===== src/rtl/hankel_mvmul.sv =====
// Streaming Hankel matrix-vector multiplier.
// Computes y[r] = sum_c h[r+c] * x[c] by reading operands straight from the
// sequence memory at address r+c, so the Hankel matrix is never stored.
// One result word per row leaves on a valid-qualified stream.
module hankel_mvmul #(
   parameter int ROW   = 4,
   parameter int COL   = 4,
   parameter int WIDTH = 16,
   parameter int ADDR  = 8,
   parameter int ACC_W = 2*WIDTH+$clog2(COL),
   localparam int CW   = (COL > 1) ? $clog2(COL) : 1,
   localparam int RW   = (ROW > 1) ? $clog2(ROW) : 1
) (
   input  logic             clk,
   input  logic             rst_n,
   input  logic             start,
   input  logic             x_we,
   input  logic [CW-1:0]    x_idx,
   input  logic [WIDTH-1:0] x_data,
   output logic [ADDR-1:0]  addr,
   output logic             rd,
   input  logic [WIDTH-1:0] data,
   output logic             y_valid,
   output logic [RW-1:0]    y_row,
   output logic [ACC_W-1:0] y_data,
   output logic             busy,
   output logic             done
);

   typedef enum logic [2:0] {
      S_IDLE,
      S_FETCH,
      S_DRAIN,
      S_EMIT,
      S_DONE
   } state_t;

   state_t                   state_q, state_d;
   logic [RW-1:0]            r_q, r_d;
   logic [CW-1:0]            c_q, c_d;
   logic [CW-1:0]            cprev_q, cprev_d;
   logic                     pend_q, pend_d;
   logic signed [ACC_W-1:0]  acc_q, acc_d;
   logic [ADDR-1:0]          addr_q, addr_d;
   logic                     rd_q, rd_d;
   logic                     y_valid_q, y_valid_d;
   logic [RW-1:0]            y_row_q, y_row_d;
   logic [ACC_W-1:0]         y_data_q, y_data_d;
   logic                     busy_q, busy_d;
   logic                     done_q, done_d;
   logic signed [WIDTH-1:0]  x_q [COL];
   logic signed [WIDTH-1:0]  x_d [COL];

   logic signed [2*WIDTH-1:0] prod;
   logic signed [ACC_W-1:0]   prod_ext;
   logic signed [ACC_W-1:0]   acc_sum;

   assign addr    = addr_q;
   assign rd      = rd_q;
   assign y_valid = y_valid_q;
   assign y_row   = y_row_q;
   assign y_data  = y_data_q;
   assign busy    = busy_q;
   assign done    = done_q;

   // Multiply the word returned for last cycle's read by its column weight and fold it into the running sum.
   always_comb begin
      prod     = $signed(data) * x_q[cprev_q];
      prod_ext = ACC_W'(prod);
      acc_sum  = pend_q ? (acc_q + prod_ext) : acc_q;
   end

   // Vector register file: writes land only while the block is idle.
   always_comb begin
      for (int i = 0; i < COL; i++) begin
         x_d[i] = x_q[i];
      end
      if (state_q == S_IDLE && x_we && int'(x_idx) < COL) begin
         x_d[x_idx] = x_data;
      end
   end

   // Sequencer: walks rows and columns, issues reads at r+c and builds the registered output stream.
   always_comb begin
      state_d   = state_q;
      r_d       = r_q;
      c_d       = c_q;
      cprev_d   = c_q;
      pend_d    = rd_q;
      acc_d     = acc_sum;
      addr_d    = addr_q;
      rd_d      = 1'b0;
      y_valid_d = 1'b0;
      y_row_d   = y_row_q;
      y_data_d  = y_data_q;
      busy_d    = busy_q;
      done_d    = 1'b0;

      unique case (state_q)
         S_IDLE: begin
            acc_d = '0;
            if (start) begin
               state_d = S_FETCH;
               r_d     = '0;
               c_d     = '0;
               rd_d    = 1'b1;
               addr_d  = '0;
               busy_d  = 1'b1;
            end
         end
         S_FETCH: begin
            if (c_q == CW'(COL-1)) begin
               state_d = S_DRAIN;
            end else begin
               c_d    = c_q + CW'(1);
               rd_d   = 1'b1;
               addr_d = ADDR'(r_q) + ADDR'(c_q) + ADDR'(1);
            end
         end
         S_DRAIN: begin
            state_d   = S_EMIT;
            y_valid_d = 1'b1;
            y_data_d  = acc_sum;
            y_row_d   = r_q;
            acc_d     = '0;
         end
         S_EMIT: begin
            if (r_q == RW'(ROW-1)) begin
               state_d = S_DONE;
               done_d  = 1'b1;
               busy_d  = 1'b0;
            end else begin
               state_d = S_FETCH;
               r_d     = r_q + RW'(1);
               c_d     = '0;
               rd_d    = 1'b1;
               addr_d  = ADDR'(r_q) + ADDR'(1);
            end
         end
         S_DONE: begin
            state_d = S_IDLE;
         end
         default: begin
            state_d = S_IDLE;
            busy_d  = 1'b0;
         end
      endcase
   end

   // State, counters, accumulator and registered outputs; reset aborts any run in progress.
   always_ff @(posedge clk or negedge rst_n) begin
      if (!rst_n) begin
         state_q   <= S_IDLE;
         r_q       <= '0;
         c_q       <= '0;
         cprev_q   <= '0;
         pend_q    <= 1'b0;
         acc_q     <= '0;
         addr_q    <= '0;
         rd_q      <= 1'b0;
         y_valid_q <= 1'b0;
         y_row_q   <= '0;
         y_data_q  <= '0;
         busy_q    <= 1'b0;
         done_q    <= 1'b0;
      end else begin
         state_q   <= state_d;
         r_q       <= r_d;
         c_q       <= c_d;
         cprev_q   <= cprev_d;
         pend_q    <= pend_d;
         acc_q     <= acc_d;
         addr_q    <= addr_d;
         rd_q      <= rd_d;
         y_valid_q <= y_valid_d;
         y_row_q   <= y_row_d;
         y_data_q  <= y_data_d;
         busy_q    <= busy_d;
         done_q    <= done_d;
      end
   end

   // Vector registers keep their values across runs and clear only on reset.
   always_ff @(posedge clk or negedge rst_n) begin
      if (!rst_n) begin
         for (int i = 0; i < COL; i++) begin
            x_q[i] <= '0;
         end
      end else begin
         for (int i = 0; i < COL; i++) begin
            x_q[i] <= x_d[i];
         end
      end
   end

endmodule


===== config.mk =====
export PLATFORM = sky130hd
export DESIGN_NAME = hankel_mvmul
export DESIGN_NICKNAME = d
export VERILOG_FILES = /design/src/rtl/hankel_mvmul.sv
export SDC_FILE = /design/constraint.sdc
export NUM_CORES = 1
export LEC_CHECK = 0
export BUFFER_PORTS_ARGS = -buffer_cell sky130_fd_sc_hd__buf_4
export CAP_MARGIN = 10
export CORE_UTILIZATION = 60
export DETAILED_ROUTE_END_ITERATION = 10
export GPL_ROUTABILITY_DRIVEN = 0
export HOLD_SLACK_MARGIN = 0.03
export PLACE_DENSITY = 0.76
export SLEW_MARGIN = 10
export SYNTH_ARGS = -nofsm -noshare
export SYNTH_HDL_FRONTEND = slang
export SYNTH_SLANG_ARGS = --single-unit

===== constraint.sdc =====
create_clock -name clk -period 8.6 [get_ports clk]
set_clock_uncertainty 0.15 [all_clocks]
set_input_delay 0.43 -clock clk [delete_from_list [all_inputs] [get_ports clk]]
set_output_delay 0.43 -clock clk [all_outputs]
set_load 0.01 [all_outputs]

==> impl_metrics.yaml <==
critical_path:
  critical_path.max_stage_delay_ns: 0.85
  critPathCaptureType: "register"
  r2r_cells: 20
  path_cells: "buf_4 -> mux4_2 -> nand2_1 -> inv_1 -> fa_1 -> fa_1 -> fa_1 -> fa_1 -> fa_1 -> inv_1 -> fa_1 -> inv_1 -> ha_1 -> a21oi_1 -> o21ai_0 -> a311o_1 -> o41a_1 -> nor2b_1 -> xnor2_1 -> a31oi_1"
  rrSetupSlack_ns: 0.77
  cpMaxStageDelayCell: "sky130_fd_sc_hd__fa_1"
  critPathLaunchType: "register"
  setup.worst_path.class: "register to register"
  crit_top_cell: "sky130_fd_sc_hd__fa_1"
  data_required_time_of_the_worst_path_ns: 8.75
  crit_path_max_fanout: 16
  worst_ep_arrival_time_ns: 7.97
synthesis:
  compound_cell_area_share_of_the_yosys_netlist_pct: 5.952
  async_flop_share_pct: 100.0
  synthTopCellsByCount: "sky130_fd_sc_hd__inv_1 (351), sky130_fd_sc_hd__fa_1 (306), sky130_fd_sc_hd__nand2_1 (192), sky130_fd_sc_hd__dfrtp_1 (151), sky130_fd_sc_hd__and2_1 (119)"
  synth_seq_cells: 151
  synth.yosys.seq_area_share_pct: 21.58
  yosys-mux-area-fraction_pct: 7.488
  synthDominantCellAreaShare_pct: 34.98
  synth_simple_gate_area_share_pct: 11.65
  yosysMostFrequentCell: "sky130_fd_sc_hd__inv_1"
  syn-cell-area_sq_mm: 0.01751
  yosys.area_share.xor_xnor_pct: 1.651
  synthDistinctLibCells: 59
  synthesis.instances: 1724
  synth_edf_count: 0
  dominantRegCellSynth: "sky130_fd_sc_hd__dfrtp_1"
  yosys_warnings: 0
  synth.avg_cell_area_sq_um: 10.16
  synthDominantAreaCellType: "sky130_fd_sc_hd__fa_1"
  combinational_family_with_the_most_area_after_synthesis: "adder cells"
  post_synth_main_area_contributors: "sky130_fd_sc_hd__fa_1 (35%), sky130_fd_sc_hd__dfrtp_1 (22%), sky130_fd_sc_hd__inv_1 (7.5%)"
  synth_fa_ha_area_share_pct: 42.49
cts:
  number_of_h_tree_levels: 4
  cts_made_buffers: 17
  tritoncts_clock_tree: "yes"
  clock-root-buffer: "sky130_fd_sc_hd__clkbuf_16"
  cts.repair_timing.setup_buffer_count: 0
  insertion_delay_of_the_later_clocked_pin_in_the_worst_skew_pair_ns: 0.45
  clock_sink_count: 151
  clockBufferDepth: 2
  cts.clk_slew.worst_paths_ns: 0.06
sta:
  setup_violations: 0
  maxClockFrequency_ghz: 0.1278
  min_period_ns: 7.828
  hold_viol_final: 0
  rsz_0062_raised_after_global_routing: "no"
  max_slew_margin_pct: 27.93
  timing.final.crit_share_pct: 91.02
  final.setup.tns_ns: 0
  timing_worst_slew_pin_value_ns: 1.077
  finalMaxSlewViolations: 0
finish:
  n_fill_cell: 2306
  synthToLayoutAreaGrowth_pct: 8.360
  diodes: 0
  design.final.nets: 2217
  post_route_cells_drive_above_1_share_pct: 11.96
routing:
  post_drt_via_cell_ratio: 5.461
  route.final.wire_length_mm: 36.93
  drc: 0
  routed_length_per_instance_um: 17.06
  first_iter_violations: 720
  drt_pass1_iterations: 5
  via_count: 11820
  ant_nets: 0
die:
  die_area_sq_mm: 0.02987
  floorplan.core_area_sq_mm: 0.02870
  fp.dieH_um: 172.8
  io_pins: 86
  floorplan.rows: 62
  die-width_um: 172.8
  initial_utilization_pct: 61.01
global_routing:
  pin_count_of_the_biggest_net_entering_global_routing: 79
  initial_antenna_violation_count: 0
  globalRoute.totalOverflow: 0
  grt_pass1_wl_mm: 65.03
  global_route.usage.total_pct: 27.61
  first_global_vias: 12930
place:
  port_buffers: 80
  dpl.hpwl_mm: 30.39
job:
  cap_violations: 0
min_path:
  hold_path_class: "input pin to register"
  worst_hold_path.num_cells: 2
run_status:
  run_status: "completed"
## final cells by class
cell class	instances	area (sq um)	area share [%]
clock buffers	18	429.2	2.262
flip-flops and latches	151	3779	19.91
inverters	351	1318	6.944
clock inverters	14	140.1	0.7385
multi-input cells	1157	12150	64.02
repair buffers	90	681.9	3.594
well taps	384	480.5	2.532
## per-stage QoR
step	instances	worst slack (ns)	hold WS [ns]	util, %	area [sq um]
floorplan	1728	1.154	-0.01559	-	17530
global placement	2132	0.9113	0.2234	64.09	18400
detailed placement	2132	0.7932	0.2262	64.09	18400
CTS	2165	0.7782	0.07005	66.11	18970
global route	2165	0.3629	0.07897	66.11	18970
finish	2165	0.7725	0.08893	66.11	18970
## what timing repair did
item	in CTS	in global routing
gates resized for setup	0	0
endpoints found under the hold margin	77	0
hold buffers	1	0
## final timing paths
kind	from	endpoint
min	x_data[6]	x_q[54]
max reg2reg	cprev_q[0]	y_data[31]
min in group asynchronous	rst_n	x_q[55]
max in group asynchronous	rst_n	y_data[7]
max	cprev_q[0]	y_data[31]
min reg2reg	rd	pend_q
## worst max-delay path: cells and delay by family (launching register included)
| family | cells | cell delay (ns) |
|---|---|---|
| flip-flops | 1 | 0.45 |
| AND/OR/NAND/NOR | 2 | 0.35 |
| adder cells (fa/ha/maj) | 7 | 3.82 |
| AO/OA/AOI/OAI | 5 | 1.35 |
| XOR/XNOR | 1 | 0.33 |
| buffers and inverters | 4 | 0.48 |
| multiplexers | 1 | 0.73 |
## flip-flops by register name (all words and copies together), names as in the netlist
register / flops
x_q: 64
acc_q: 34
y_data: 34
addr: 3
state_q: 3
c_q: 2
cprev_q: 2
r_q: 2
y_row: 2
busy: 1
done: 1
pend_q: 1
rd: 1
y_valid: 1
## cells by family after synthesis
logic type | Yosys count
adder cells (fa/ha/maj) | 411
AO/OA/AOI/OAI | 169
buffers and inverters | 420
flip-flops | 151
AND/OR/NAND/NOR | 435
XOR/XNOR | 33
multiplexers | 104
other | 1
## layer usage
metal,GRT usage (%),routed length (um)
met4,6.785,578
met3,6.398,2460
met5,0,0
met1,39.40,16660
met2,43.16,17230
## cell usage in the layout, fill, tap and decap left out, types with 4 or more instances in the layout
master                       netlist  layout
sky130_fd_sc_hd__a211o_1           4       4
sky130_fd_sc_hd__a211oi_1          7       7
sky130_fd_sc_hd__a21o_1            8       8
sky130_fd_sc_hd__a21oi_1          44      44
sky130_fd_sc_hd__a31oi_1           7       7
sky130_fd_sc_hd__and2_1          119     119
sky130_fd_sc_hd__and3_1            7       7
sky130_fd_sc_hd__buf_4             5      88
sky130_fd_sc_hd__clkbuf_16         0      17
sky130_fd_sc_hd__clkinvlp_4        0       4
sky130_fd_sc_hd__conb_1            1       5
sky130_fd_sc_hd__dfrtp_1         151     151
sky130_fd_sc_hd__fa_1            306     306
sky130_fd_sc_hd__ha_1            105     105
sky130_fd_sc_hd__inv_1           351     351
sky130_fd_sc_hd__inv_6             0       4
sky130_fd_sc_hd__mux2_2           66      66
sky130_fd_sc_hd__mux2i_1          23      23
sky130_fd_sc_hd__mux4_2           15      15
sky130_fd_sc_hd__nand2_1         192     191
sky130_fd_sc_hd__nand2b_1          5       5
sky130_fd_sc_hd__nand3_1           7       7
sky130_fd_sc_hd__nand4_1           4       4
sky130_fd_sc_hd__nor2_1           77      76
sky130_fd_sc_hd__nor3_1            9       9
sky130_fd_sc_hd__o211ai_1          6       6
sky130_fd_sc_hd__o21a_1            4       4
sky130_fd_sc_hd__o21ai_0          58      58
sky130_fd_sc_hd__or2_2             4       4
sky130_fd_sc_hd__xnor2_1          23      23
sky130_fd_sc_hd__xor2_1           10      10
Power is not shown: default switching activity piles up to over one toggle a cycle in this logic, so the estimate is an artifact.
